**src/rtl/if_id_branch_ctrl_pkg.sv**
```systemverilog
// Shared definitions for the IF/ID register and branch controller:
// opcodes, controller state encoding, bubble word and source-use helpers.
package if_id_pkg;

    localparam logic [5:0] OP_RTYPE = 6'h00;
    localparam logic [5:0] OP_J     = 6'h02;
    localparam logic [5:0] OP_BEQ   = 6'h04;
    localparam logic [5:0] OP_BNE   = 6'h05;
    localparam logic [5:0] OP_LW    = 6'h23;

    localparam logic [31:0] NOP_WORD = 32'h0000_0000;

    typedef enum logic [1:0] {
        RUN   = 2'd0,
        STALL = 2'd1,
        FLUSH = 2'd2
    } state_t;

    // J is the only encoding that reads no register at all.
    function automatic logic readsRs(input logic [5:0] op);
        return op != OP_J;
    endfunction

    function automatic logic readsRt(input logic [5:0] op);
        return (op == OP_RTYPE) || (op == OP_BEQ) || (op == OP_BNE);
    endfunction

    function automatic logic isCondBranch(input logic [5:0] op);
        return (op == OP_BEQ) || (op == OP_BNE);
    endfunction

endpackage

```
**src/rtl/if_id_branch_ctrl_if.sv**
```systemverilog
// Fetch/decode boundary bundle: fetched word, hazard sidebands from EX/MEM,
// the IF/ID register view and the redirect/stall return path.
interface if_id_branch_ctrl_if #(parameter int XLEN = 32);

    logic [31:0]     IF_Instruction;
    logic [XLEN-1:0] IF_ProgramCounter;
    logic [XLEN-1:0] RsData;
    logic [XLEN-1:0] RtData;
    logic            EX_RegWrite;
    logic            EX_MemRead;
    logic [4:0]      EX_Dest;
    logic            MEM_MemRead;
    logic [4:0]      MEM_Dest;

    logic [31:0]     ID_Instruction;
    logic [XLEN-1:0] ID_ProgramCounter;
    logic            ID_Valid;
    logic [4:0]      ID_Rs;
    logic [4:0]      ID_Rt;
    logic            ID_BubbleToEx;
    logic [XLEN-1:0] BranchAddress;
    logic            BranchSelection;
    logic            IF_StallReq;

    // slave: the IF/ID controller itself
    modport slave (
        input  IF_Instruction, IF_ProgramCounter, RsData, RtData,
               EX_RegWrite, EX_MemRead, EX_Dest, MEM_MemRead, MEM_Dest,
        output ID_Instruction, ID_ProgramCounter, ID_Valid, ID_Rs, ID_Rt,
               ID_BubbleToEx, BranchAddress, BranchSelection, IF_StallReq
    );

    // master: fetch stage plus the pipeline around it
    modport master (
        output IF_Instruction, IF_ProgramCounter, RsData, RtData,
               EX_RegWrite, EX_MemRead, EX_Dest, MEM_MemRead, MEM_Dest,
        input  ID_Instruction, ID_ProgramCounter, ID_Valid, ID_Rs, ID_Rt,
               ID_BubbleToEx, BranchAddress, BranchSelection, IF_StallReq
    );

endinterface

```
**src/rtl/if_id_branch_ctrl_branch_resolve.sv**
```systemverilog
// Combinational branch resolver for the instruction sitting in ID:
// register comparison, PC-relative target adder and jump concatenation.
module branch_resolve
    import if_id_pkg::*;
#(
    parameter int XLEN = 32
) (
    input  logic [31:0]     instr,
    input  logic [XLEN-1:0] pc,
    input  logic [XLEN-1:0] rsData,
    input  logic [XLEN-1:0] rtData,
    output logic            condMet,
    output logic [XLEN-1:0] target
);

    logic [5:0]      opcode;
    logic [XLEN-1:0] pc4;
    logic [XLEN-1:0] brOffset;
    logic [XLEN-1:0] brTarget;
    logic [XLEN-1:0] jTarget;

    assign opcode   = instr[31:26];
    assign pc4      = pc + XLEN'(4);
    assign brOffset = {{(XLEN-18){instr[15]}}, instr[15:0], 2'b00};
    assign brTarget = pc4 + brOffset;
    // Jump stays inside the 256 MB region of the sequential PC.
    assign jTarget  = {pc4[XLEN-1:28], instr[25:0], 2'b00};

    always_comb begin
        condMet = 1'b0;
        target  = '0;
        unique case (opcode)
            OP_BEQ: begin
                condMet = (rsData == rtData);
                target  = brTarget;
            end
            OP_BNE: begin
                condMet = (rsData != rtData);
                target  = brTarget;
            end
            OP_J: begin
                condMet = 1'b1;
                target  = jTarget;
            end
            default: ;
        endcase
    end

endmodule

```
**src/rtl/if_id_branch_ctrl.sv**
```systemverilog
// IF/ID pipeline register with hazard detection and ID-stage branch
// resolution; stalls fetch on data hazards and flushes on taken transfers.
module if_id_branch_ctrl #(
    parameter int          XLEN     = 32,
    parameter logic [31:0] NOP_WORD = if_id_pkg::NOP_WORD
) (
    input logic               ClockInput,
    input logic               ResetInputN,
    if_id_branch_ctrl_if.slave bus
);
    import if_id_pkg::*;

    state_t          state, stateNext;
    logic [31:0]     idInstr, idInstrNext;
    logic [XLEN-1:0] idPc, idPcNext;
    logic            idValid, idValidNext;

    logic [5:0]      opcode;
    logic [4:0]      rs, rt;
    logic            exHit, memHit;
    logic            loadUse, branchDep;
    logic            hazard, taken;
    logic            condMet;
    logic [XLEN-1:0] target;

    assign opcode = idInstr[31:26];
    assign rs     = idInstr[25:21];
    assign rt     = idInstr[20:16];

    // Destination matches a source this instruction really reads; $0 never does.
    assign exHit  = (bus.EX_Dest != 5'd0) &&
                    ((readsRs(opcode) && bus.EX_Dest == rs) ||
                     (readsRt(opcode) && bus.EX_Dest == rt));
    assign memHit = (bus.MEM_Dest != 5'd0) &&
                    ((readsRs(opcode) && bus.MEM_Dest == rs) ||
                     (readsRt(opcode) && bus.MEM_Dest == rt));

    assign loadUse   = bus.EX_MemRead && exHit;
    // Branches compare in ID, so they also wait for ALU results and loads in MEM.
    assign branchDep = isCondBranch(opcode) &&
                       ((bus.EX_RegWrite && exHit) || (bus.MEM_MemRead && memHit));

    assign hazard = idValid && (state != FLUSH) && (loadUse || branchDep);
    assign taken  = idValid && (state != FLUSH) && !hazard && condMet;

    branch_resolve #(.XLEN(XLEN)) uResolve (
        .instr   (idInstr),
        .pc      (idPc),
        .rsData  (bus.RsData),
        .rtData  (bus.RtData),
        .condMet (condMet),
        .target  (target)
    );

    always_comb begin
        stateNext   = state;
        idInstrNext = idInstr;
        idPcNext    = idPc;
        idValidNext = idValid;
        unique case (state)
            RUN, STALL: begin
                if (hazard) begin
                    stateNext = STALL;
                end else if (taken) begin
                    // Drop the sequential fetch already in flight.
                    stateNext   = FLUSH;
                    idInstrNext = NOP_WORD;
                    idPcNext    = '0;
                    idValidNext = 1'b0;
                end else begin
                    stateNext   = RUN;
                    idInstrNext = bus.IF_Instruction;
                    idPcNext    = bus.IF_ProgramCounter;
                    idValidNext = 1'b1;
                end
            end
            FLUSH: begin
                stateNext   = RUN;
                idInstrNext = bus.IF_Instruction;
                idPcNext    = bus.IF_ProgramCounter;
                idValidNext = 1'b1;
            end
            default: stateNext = RUN;
        endcase
    end

    always_ff @(posedge ClockInput or negedge ResetInputN) begin
        if (!ResetInputN) begin
            state   <= RUN;
            idInstr <= NOP_WORD;
            idPc    <= '0;
            idValid <= 1'b0;
        end else begin
            state   <= stateNext;
            idInstr <= idInstrNext;
            idPc    <= idPcNext;
            idValid <= idValidNext;
        end
    end

    assign bus.ID_Instruction    = idInstr;
    assign bus.ID_ProgramCounter = idPc;
    assign bus.ID_Valid          = idValid;
    assign bus.ID_Rs             = rs;
    assign bus.ID_Rt             = rt;
    assign bus.ID_BubbleToEx     = hazard;
    assign bus.IF_StallReq       = hazard;
    assign bus.BranchSelection   = taken;
    assign bus.BranchAddress     = target;

endmodule

```
**src/flat_wrapper.sv**
```systemverilog
// flat-port wrapper written by rule: the top's interface ports become plain ports
module if_id_branch_ctrl_flat import if_id_pkg::*;
#(
    parameter int          XLEN     = 32,
    parameter logic [31:0] NOP_WORD = if_id_pkg::NOP_WORD
)
  (ClockInput, ResetInputN, bus_IF_Instruction, bus_IF_ProgramCounter, bus_RsData, bus_RtData, bus_EX_RegWrite, bus_EX_MemRead, bus_EX_Dest, bus_MEM_MemRead, bus_MEM_Dest, bus_ID_Instruction, bus_ID_ProgramCounter, bus_ID_Valid, bus_ID_Rs, bus_ID_Rt, bus_ID_BubbleToEx, bus_BranchAddress, bus_BranchSelection, bus_IF_StallReq);
  if_id_branch_ctrl_if #(.XLEN(XLEN)) bus_i ();
  input logic ClockInput;
  input logic ResetInputN;
  input wire logic [$bits(bus_i.IF_Instruction)-1:0] bus_IF_Instruction;
  input wire logic [$bits(bus_i.IF_ProgramCounter)-1:0] bus_IF_ProgramCounter;
  input wire logic [$bits(bus_i.RsData)-1:0] bus_RsData;
  input wire logic [$bits(bus_i.RtData)-1:0] bus_RtData;
  input wire logic [$bits(bus_i.EX_RegWrite)-1:0] bus_EX_RegWrite;
  input wire logic [$bits(bus_i.EX_MemRead)-1:0] bus_EX_MemRead;
  input wire logic [$bits(bus_i.EX_Dest)-1:0] bus_EX_Dest;
  input wire logic [$bits(bus_i.MEM_MemRead)-1:0] bus_MEM_MemRead;
  input wire logic [$bits(bus_i.MEM_Dest)-1:0] bus_MEM_Dest;
  output wire logic [$bits(bus_i.ID_Instruction)-1:0] bus_ID_Instruction;
  output wire logic [$bits(bus_i.ID_ProgramCounter)-1:0] bus_ID_ProgramCounter;
  output wire logic [$bits(bus_i.ID_Valid)-1:0] bus_ID_Valid;
  output wire logic [$bits(bus_i.ID_Rs)-1:0] bus_ID_Rs;
  output wire logic [$bits(bus_i.ID_Rt)-1:0] bus_ID_Rt;
  output wire logic [$bits(bus_i.ID_BubbleToEx)-1:0] bus_ID_BubbleToEx;
  output wire logic [$bits(bus_i.BranchAddress)-1:0] bus_BranchAddress;
  output wire logic [$bits(bus_i.BranchSelection)-1:0] bus_BranchSelection;
  output wire logic [$bits(bus_i.IF_StallReq)-1:0] bus_IF_StallReq;
  assign bus_i.IF_Instruction = bus_IF_Instruction;
  assign bus_i.IF_ProgramCounter = bus_IF_ProgramCounter;
  assign bus_i.RsData = bus_RsData;
  assign bus_i.RtData = bus_RtData;
  assign bus_i.EX_RegWrite = bus_EX_RegWrite;
  assign bus_i.EX_MemRead = bus_EX_MemRead;
  assign bus_i.EX_Dest = bus_EX_Dest;
  assign bus_i.MEM_MemRead = bus_MEM_MemRead;
  assign bus_i.MEM_Dest = bus_MEM_Dest;
  assign bus_ID_Instruction = bus_i.ID_Instruction;
  assign bus_ID_ProgramCounter = bus_i.ID_ProgramCounter;
  assign bus_ID_Valid = bus_i.ID_Valid;
  assign bus_ID_Rs = bus_i.ID_Rs;
  assign bus_ID_Rt = bus_i.ID_Rt;
  assign bus_ID_BubbleToEx = bus_i.ID_BubbleToEx;
  assign bus_BranchAddress = bus_i.BranchAddress;
  assign bus_BranchSelection = bus_i.BranchSelection;
  assign bus_IF_StallReq = bus_i.IF_StallReq;
  if_id_branch_ctrl #(.XLEN(XLEN), .NOP_WORD(NOP_WORD)) u_core (.ClockInput(ClockInput), .ResetInputN(ResetInputN), .bus(bus_i));
endmodule
```
**config.mk**
```make
export PLATFORM = sky130hd
export DESIGN_NAME = if_id_branch_ctrl_flat
export DESIGN_NICKNAME = d
export VERILOG_FILES = /design/src/rtl/if_id_branch_ctrl_pkg.sv /design/src/rtl/if_id_branch_ctrl_if.sv /design/src/rtl/if_id_branch_ctrl_branch_resolve.sv /design/src/rtl/if_id_branch_ctrl.sv /design/src/flat_wrapper.sv
export SDC_FILE = /design/constraint.sdc
export NUM_CORES = 1
export LEC_CHECK = 0
export CAP_MARGIN = 20
export CORE_MARGIN = 2
export CORE_UTILIZATION = 36
export DETAILED_ROUTE_END_ITERATION = 12
export PLACE_DENSITY = 0.7
export SLEW_MARGIN = 20
export SYNTH_ARGS = -nofsm -noshare
export SYNTH_HDL_FRONTEND = slang
export SYNTH_SLANG_ARGS = --single-unit
```
**constraint.sdc**
```tcl
create_clock -name ClockInput -period 5.42 [get_ports ClockInput]
set_clock_uncertainty 0.1 [all_clocks]
set_input_delay 1.084 -clock ClockInput [delete_from_list [all_inputs] [get_ports ClockInput]]
set_output_delay 1.084 -clock ClockInput [all_outputs]
set_load 0.005 [all_outputs]
```
==> impl_metrics.json <==
{
  "avgRoutedWirePerCell_um": 17.15,
  "cts_buffers": 9,
  "fill_cells": 1505,
  "vias": 6246,
  "pin_count": 253,
  "async_reset_ff_share_pct": 100.0,
  "max-clock-path-buffers": 2,
  "fp.dieW_um": 130.8,
  "yosys-top-cells-count": "173 x nand2_1, 76 x o21ai_0, 67 x dfrtp_1",
  "status": "complete, no violations",
  "min_period_ps": 5261,
  "rows": 46,
  "syn-num-nets": 922,
  "syn_to_final_growth_pct": 56.02,
  "fmaxAchievable_ghz": 0.1901,
  "cp_max_fo": 4,
  "nets": 1168,
  "drv_slew": 0,
  "cts.sinks": 67,
  "cts-hold-fix-buffers": 0,
  "layout_setup_ws_ps": 158.5,
  "drc": 0,
  "synthCells": 740,
  "synth_warnings": 0,
  "post-place-ws_ps": 109.4,
  "via_per_inst": 5.183,
  "synth_area_leaders": "dfrtp_1 29%, nand2_1 11%, xor2_1 9.4%",
  "antenna_found_initial": 0,
  "h-tree-depth": 3,
  "relSlewSlack_pct": 39.61,
  "p_leak_nw": 3.774,
  "synth_top_area_cell": "dfrtp_1",
  "ant_nets": 0,
  "drtIter0Drc": 410,
  "critPathKind": "reg -> out",
  "synth-edff-count": 0,
  "seqCellArea_mm2": 0.001677,
  "grt.overflow.total": 0,
  "placedInstanceArea_mm2": 0.008454,
  "synth_most_common_cell": "nand2_1",
  "powerDensity_mw_per_mm2": 221.7,
  "syn_area_mm2": 0.005792,
  "dp.cells": 1180,
  "yosys.area.top_type_share_pct": 28.95,
  "peakVddDrop_mv": 0.1339,
  "hold_path_class": "reg -> reg",
  "synth_seq_cells": 67,
  "rsz0062_at_grt": "yes",
  "first_pass_iters": 4,
  "grt_max_degree": 68,
  "place_congestion": 0.9000,
  "fin_cells": 1205,
  "root_buffer": "clkbuf_16",
  "hold_viol": 0,
  "synthDistinctLibCells": 54,
  "power_mw": 2.003,
  "die_h_um": 130.8,
  "slowest_delay_ps": 570,
  "grt_pass1_vias": 6017,
  "final_area_mm2": 0.009036,
  "cap_violations": 0,
  "coreArea_mm2": 0.01583,
  "path_buf_inv": 2,
  "wl_mm": 20.66,
  "clk_pin_slew_worst_paths_ps": 60,
  "cp_slowest_cell": "clkdlybuf4s50_1",
  "cts_tree": "built",
  "arrival_ps": 4080,
  "clock_latency_ps": 340,
  "multi_input_area_mm2": 0.004000,
  "grtUsageTotal_pct": 24.39,
  "crit_family": "simple AND/OR/NAND/NOR gates",
  "drive_above_1_share_pct": 7.179,
  "worst_slew_pin_slew_ps": 905.8,
  "start_util_pct": 36.59,
  "synth_seq_area_share_pct": 28.95,
  "die-area_mm2": 0.01712,
  "finalCritPeriodShare_pct": 97.08,
  "io_buffers": 252,
  "grt_pass1_wl_mm": 32.13,
  "hpwlAfterDp_mm": 15.75,
  "cp_cell_sequence": "ha_2, nand4_1, nor3_2, buf_4, nand2_1, xnor2_1, ha_1, nand2_1, a211oi_2, o21ai_2, or3_1, a21oi_1, nor3_1, xor2_1, o21ai_0, clkdlybuf4s50_1",
  "syn_area_per_cell_um2": 7.827,
  "fin_util_pct": 57.09,
  "diodes": 0,
  "endpoint_kind": "output pin",
  "synth-main-ff-cell": "dfrtp_1",
  "critical-path-top-cell-by-count": "nand2_1",
  "cp-start-kind": "register",
  "setup_viol": 0,
  "crit_required_ps": 4240
}
## flip-flops by register name, indices dropped and copies added, names as in the netlist
name	count
u_core.bus.ID_Valid	1
u_core.bus.ID_Instruction	32
u_core.bus.ID_ProgramCounter	32
u_core.state	2
## kinds of logic after synthesis
group | Yosys count | share of synthesized area (%)
AO/OA/AOI/OAI | 176 | 17.91
multiplexers | 2 | 0.3457
flip-flops | 67 | 28.95
adder cells (fa/ha/maj) | 39 | 8.555
buffers and inverters | 54 | 5.163
AND/OR/NAND/NOR | 298 | 23.35
XOR/XNOR | 104 | 15.73
## power breakdown
part | total (mW) | switching, mW | internal [mW] | leakage, nW
registers | 0.611 | 0.0696 | 0.541 | 0.789
clock network | 0.648 | 0.224 | 0.423 | 0.155
logic | 0.745 | 0.345 | 0.400 | 2.83
total | 2.00 | 0.639 | 1.36 | 3.77
## final timing paths
path                                                              from                                      endpoint  slack (ps)  cells past startpoint
max reg2reg                  u_core.bus.ID_Instruction[30]$_DFFE_PN0P_  u_core.bus.ID_ProgramCounter[19]$_DFFE_PN0P_        2150                      9
min                        u_core.bus.ID_ProgramCounter[0]$_DFFE_PN0P_   u_core.bus.ID_ProgramCounter[0]$_DFFE_PN0P_         420                      2
max in group asynchronous                                  ResetInputN     u_core.bus.ID_Instruction[17]$_DFFE_PN0P_        3850                      1
min reg2reg                u_core.bus.ID_ProgramCounter[0]$_DFFE_PN0P_   u_core.bus.ID_ProgramCounter[0]$_DFFE_PN0P_         420                      2
min in group asynchronous                                  ResetInputN  u_core.bus.ID_ProgramCounter[23]$_DFFE_PN0P_         740                      1
max                        u_core.bus.ID_ProgramCounter[3]$_DFFE_PN0P_                         bus_BranchAddress[24]         160                     16
## stage by stage
step / setup TNS [ps] / hold slack, ps
3_5_place_dp: 0 / 402.6
2_1_floorplan: 0 / 383.3
5_1_grt: -408.6 / 471.0
6_report: 0 / 415.6
4_1_cts: -7.527 / 419.6
3_3_place_gp: 0 / 389.3
## repair_timing
item	CTS	global route
setup endpoints to repair	9	17
resized for setup	7	36
hold endpoints to repair	0	0
setup buffers	2	9
pin swaps	2	16
## cell type report
type                    count  share of cell area, %
multi-input cells         619                  44.27
clock buffers              12                  2.839
repair buffers            275                  30.10
well taps                 216                  2.991
clock inverters             2                 0.6646
inverters                  14                 0.5816
flip-flops and latches     67                  18.55
## cell usage in the layout, fill, tap and decap left out, types with 3 or more instances in the layout
| cell | netlist | routed |
|---|---|---|
| and3_1 | 5 | 5 |
| nor4_1 | 14 | 13 |
| clkbuf_16 | 0 | 9 |
| nor2_1 | 29 | 26 |
| o21ai_0 | 76 | 72 |
| inv_1 | 14 | 14 |
| dlymetal6s2s_1 | 0 | 6 |
| nand2_1 | 173 | 172 |
| or3_1 | 5 | 5 |
| a21oi_1 | 26 | 21 |
| a21oi_2 | 0 | 5 |
| nor2b_1 | 6 | 6 |
| clkdlybuf4s50_1 | 0 | 245 |
| buf_4 | 12 | 23 |
| dfrtp_1 | 67 | 67 |
| nand2b_1 | 7 | 7 |
| nor3_1 | 10 | 8 |
| a21o_1 | 10 | 10 |
| a31oi_1 | 4 | 3 |
| xnor2_1 | 42 | 42 |
| o22ai_1 | 9 | 8 |
| and2_1 | 5 | 5 |
| o211ai_1 | 5 | 5 |
| ha_1 | 38 | 37 |
| nand4_1 | 14 | 14 |
| nand3_1 | 20 | 20 |
| xor2_1 | 62 | 61 |
| o21ai_1 | 19 | 20 |
## routing by layer
metal / vias up / share of wire, % / global-route usage, %
li1: 3065 / - / -
met2: 199 / 48 / 39.95
met3: 28 / 6.1 / 4.927
met5: - / 0 / 0
met4: 0 / 2.3 / 8.073
met1: 2954 / 44 / 32.32
## worst reg2reg max path: cells and delay by family, from the launching register on
family,cells,cell delay [ps]
AND/OR/NAND/NOR,3,830
AO/OA/AOI/OAI,5,1470
flip-flops,1,440
buffers and inverters,1,270
(Power assumes the default switching activity.)
==> RTL change (same flow settings) <==
`XLEN` is set to 32 in 4 places; all go to 64.
--- a/src/rtl/if_id_branch_ctrl_if.sv
+++ b/src/rtl/if_id_branch_ctrl_if.sv
@@ -1,6 +1,6 @@
 // Fetch/decode boundary bundle: fetched word, hazard sidebands from EX/MEM,
 // the IF/ID register view and the redirect/stall return path.
-interface if_id_branch_ctrl_if #(parameter int XLEN = 32);
+interface if_id_branch_ctrl_if #(parameter int XLEN = 64);
 
     logic [31:0]     IF_Instruction;
     logic [XLEN-1:0] IF_ProgramCounter;
--- a/src/rtl/if_id_branch_ctrl_branch_resolve.sv
+++ b/src/rtl/if_id_branch_ctrl_branch_resolve.sv
@@ -3,7 +3,7 @@
 module branch_resolve
     import if_id_pkg::*;
 #(
-    parameter int XLEN = 32
+    parameter int XLEN = 64
 ) (
     input  logic [31:0]     instr,
     input  logic [XLEN-1:0] pc,
--- a/src/rtl/if_id_branch_ctrl.sv
+++ b/src/rtl/if_id_branch_ctrl.sv
@@ -1,7 +1,7 @@
 // IF/ID pipeline register with hazard detection and ID-stage branch
 // resolution; stalls fetch on data hazards and flushes on taken transfers.
 module if_id_branch_ctrl #(
-    parameter int          XLEN     = 32,
+    parameter int          XLEN     = 64,
     parameter logic [31:0] NOP_WORD = if_id_pkg::NOP_WORD
 ) (
     input logic               ClockInput,
--- a/src/flat_wrapper.sv
+++ b/src/flat_wrapper.sv
@@ -1,7 +1,7 @@
 // flat-port wrapper written by rule: the top's interface ports become plain ports
 module if_id_branch_ctrl_flat import if_id_pkg::*;
 #(
-    parameter int          XLEN     = 32,
+    parameter int          XLEN     = 64,
     parameter logic [31:0] NOP_WORD = if_id_pkg::NOP_WORD
 )
   (ClockInput, ResetInputN, bus_IF_Instruction, bus_IF_ProgramCounter, bus_RsData, bus_RtData, bus_EX_RegWrite, bus_EX_MemRead, bus_EX_Dest, bus_MEM_MemRead, bus_MEM_Dest, bus_ID_Instruction, bus_ID_ProgramCounter, bus_ID_Valid, bus_ID_Rs, bus_ID_Rt, bus_ID_BubbleToEx, bus_BranchAddress, bus_BranchSelection, bus_IF_StallReq);
Interface: changed (5 resized); port bits go from 253 to 413. No check against the original RTL was run, so the function may have changed too.
==> RTL change against the original RTL <==
The run now ends with setup timing left. Routed wire length grew to 2.6 times the old value. Via count is 120% higher. Non-clock buffer count is 502 higher. Sequential share of layout area is 5.9 points lower. Sequential cell count is 32 higher. Worst setup slack worse by 560 ps. Cell area is 120% higher. Synthesized cell count is 92% higher. Power is 97% higher. Largest cell class unchanged. Synthesized area is 81% higher. Final cell count is 110% higher.
==> RTL change: results (changes against the original RTL) <==
status: "finished, violations left"  # was finished, final reports clean
violations: "setup timing"
clk_pin_slew_ps: 90  # was 60 ps
wl_met2_mm: 25.1  # was 9.82 mm
pg_comb_mw: 2.34  # was 745 uW
clkLatencyLatePin_ps: 370  # was 340 ps
reg2regPathDepth: 10  # was 9
clkCellAreaFrac: 0.0155  # was 0.0350
buf_share: 0.351  # was 0.301
critPathCapture: "bus_BranchAddress[62]"  # was bus_BranchAddress[24]
port-buffer-count: 412  # was 252
cp.arrival_ps: 4630  # was 4080 ps
finalWorstSetupSlack_ps: -399  # was 159 ps
dp_hpwl_mm: 39.2  # was 15.7 mm
synth_xor_area_frac: 0.167  # was 0.157
finalSetupViolations: 23  # was 0
grt_max_degree: 97  # was 68
num_antenna_cells: 2  # was 0
crit_start: "u_core.bus.ID_ProgramCounter[12]"  # was u_core.bus.ID_ProgramCounter[3]
slowest_stage: "or3b_1"  # was clkdlybuf4s50_1
power.total_mw: 3.94  # was 2.00 mW
worstMarginPinSlew_ps: 1020  # was 906 ps
antenna_found_initial: 2  # was 0
gr-usage-all-layers: 0.325  # was 0.244
m1WireLength_mm: 22.1  # was 9.11 mm
synth_commonest_cells: "nand2_1, o21ai_0, xnor2_1, dfrtp_1, a21oi_1"  # was nand2_1, o21ai_0, dfrtp_1, xor2_1, xnor2_1
drtIter0Drc: 1028  # was 410
multi_input_area_share: 0.477  # was 0.443
[RTL change: changes by cell type after synthesis, sizes merged, moves of 16 or more]
| cell | unedited run | this run |
|---|---|---|
| nand2 | 173 | 325 |
| xnor2 | 42 | 154 |
| o21ai | 95 | 185 |
| a21oi | 26 | 87 |
| nand4 | 14 | 54 |
| ha | 38 | 77 |
| dfrtp | 67 | 99 |
| clkbuf | 12 | 41 |
| and3 | 5 | 27 |
| nand3 | 20 | 42 |
| nor2 | 29 | 48 |
| xor2 | 62 | 46 |
[RTL change: stage by stage]
| stage | setup TNS [ps] | cells | utilization | hold slack [ps] |
|---|---|---|---|---|
| after floorplan | 0 | 1420 | - | 373 |
| after global placement | -6150 | 2420 | 0.588 | 402 |
| after detailed placement | -8540 | 2420 | 0.588 | 403 |
| after CTS | -3330 | 2477 | 0.634 | 423 |
| after global routing | -8390 | 2522 | 0.685 | 474 |
| final | -4550 | 2523 | 0.685 | 428 |
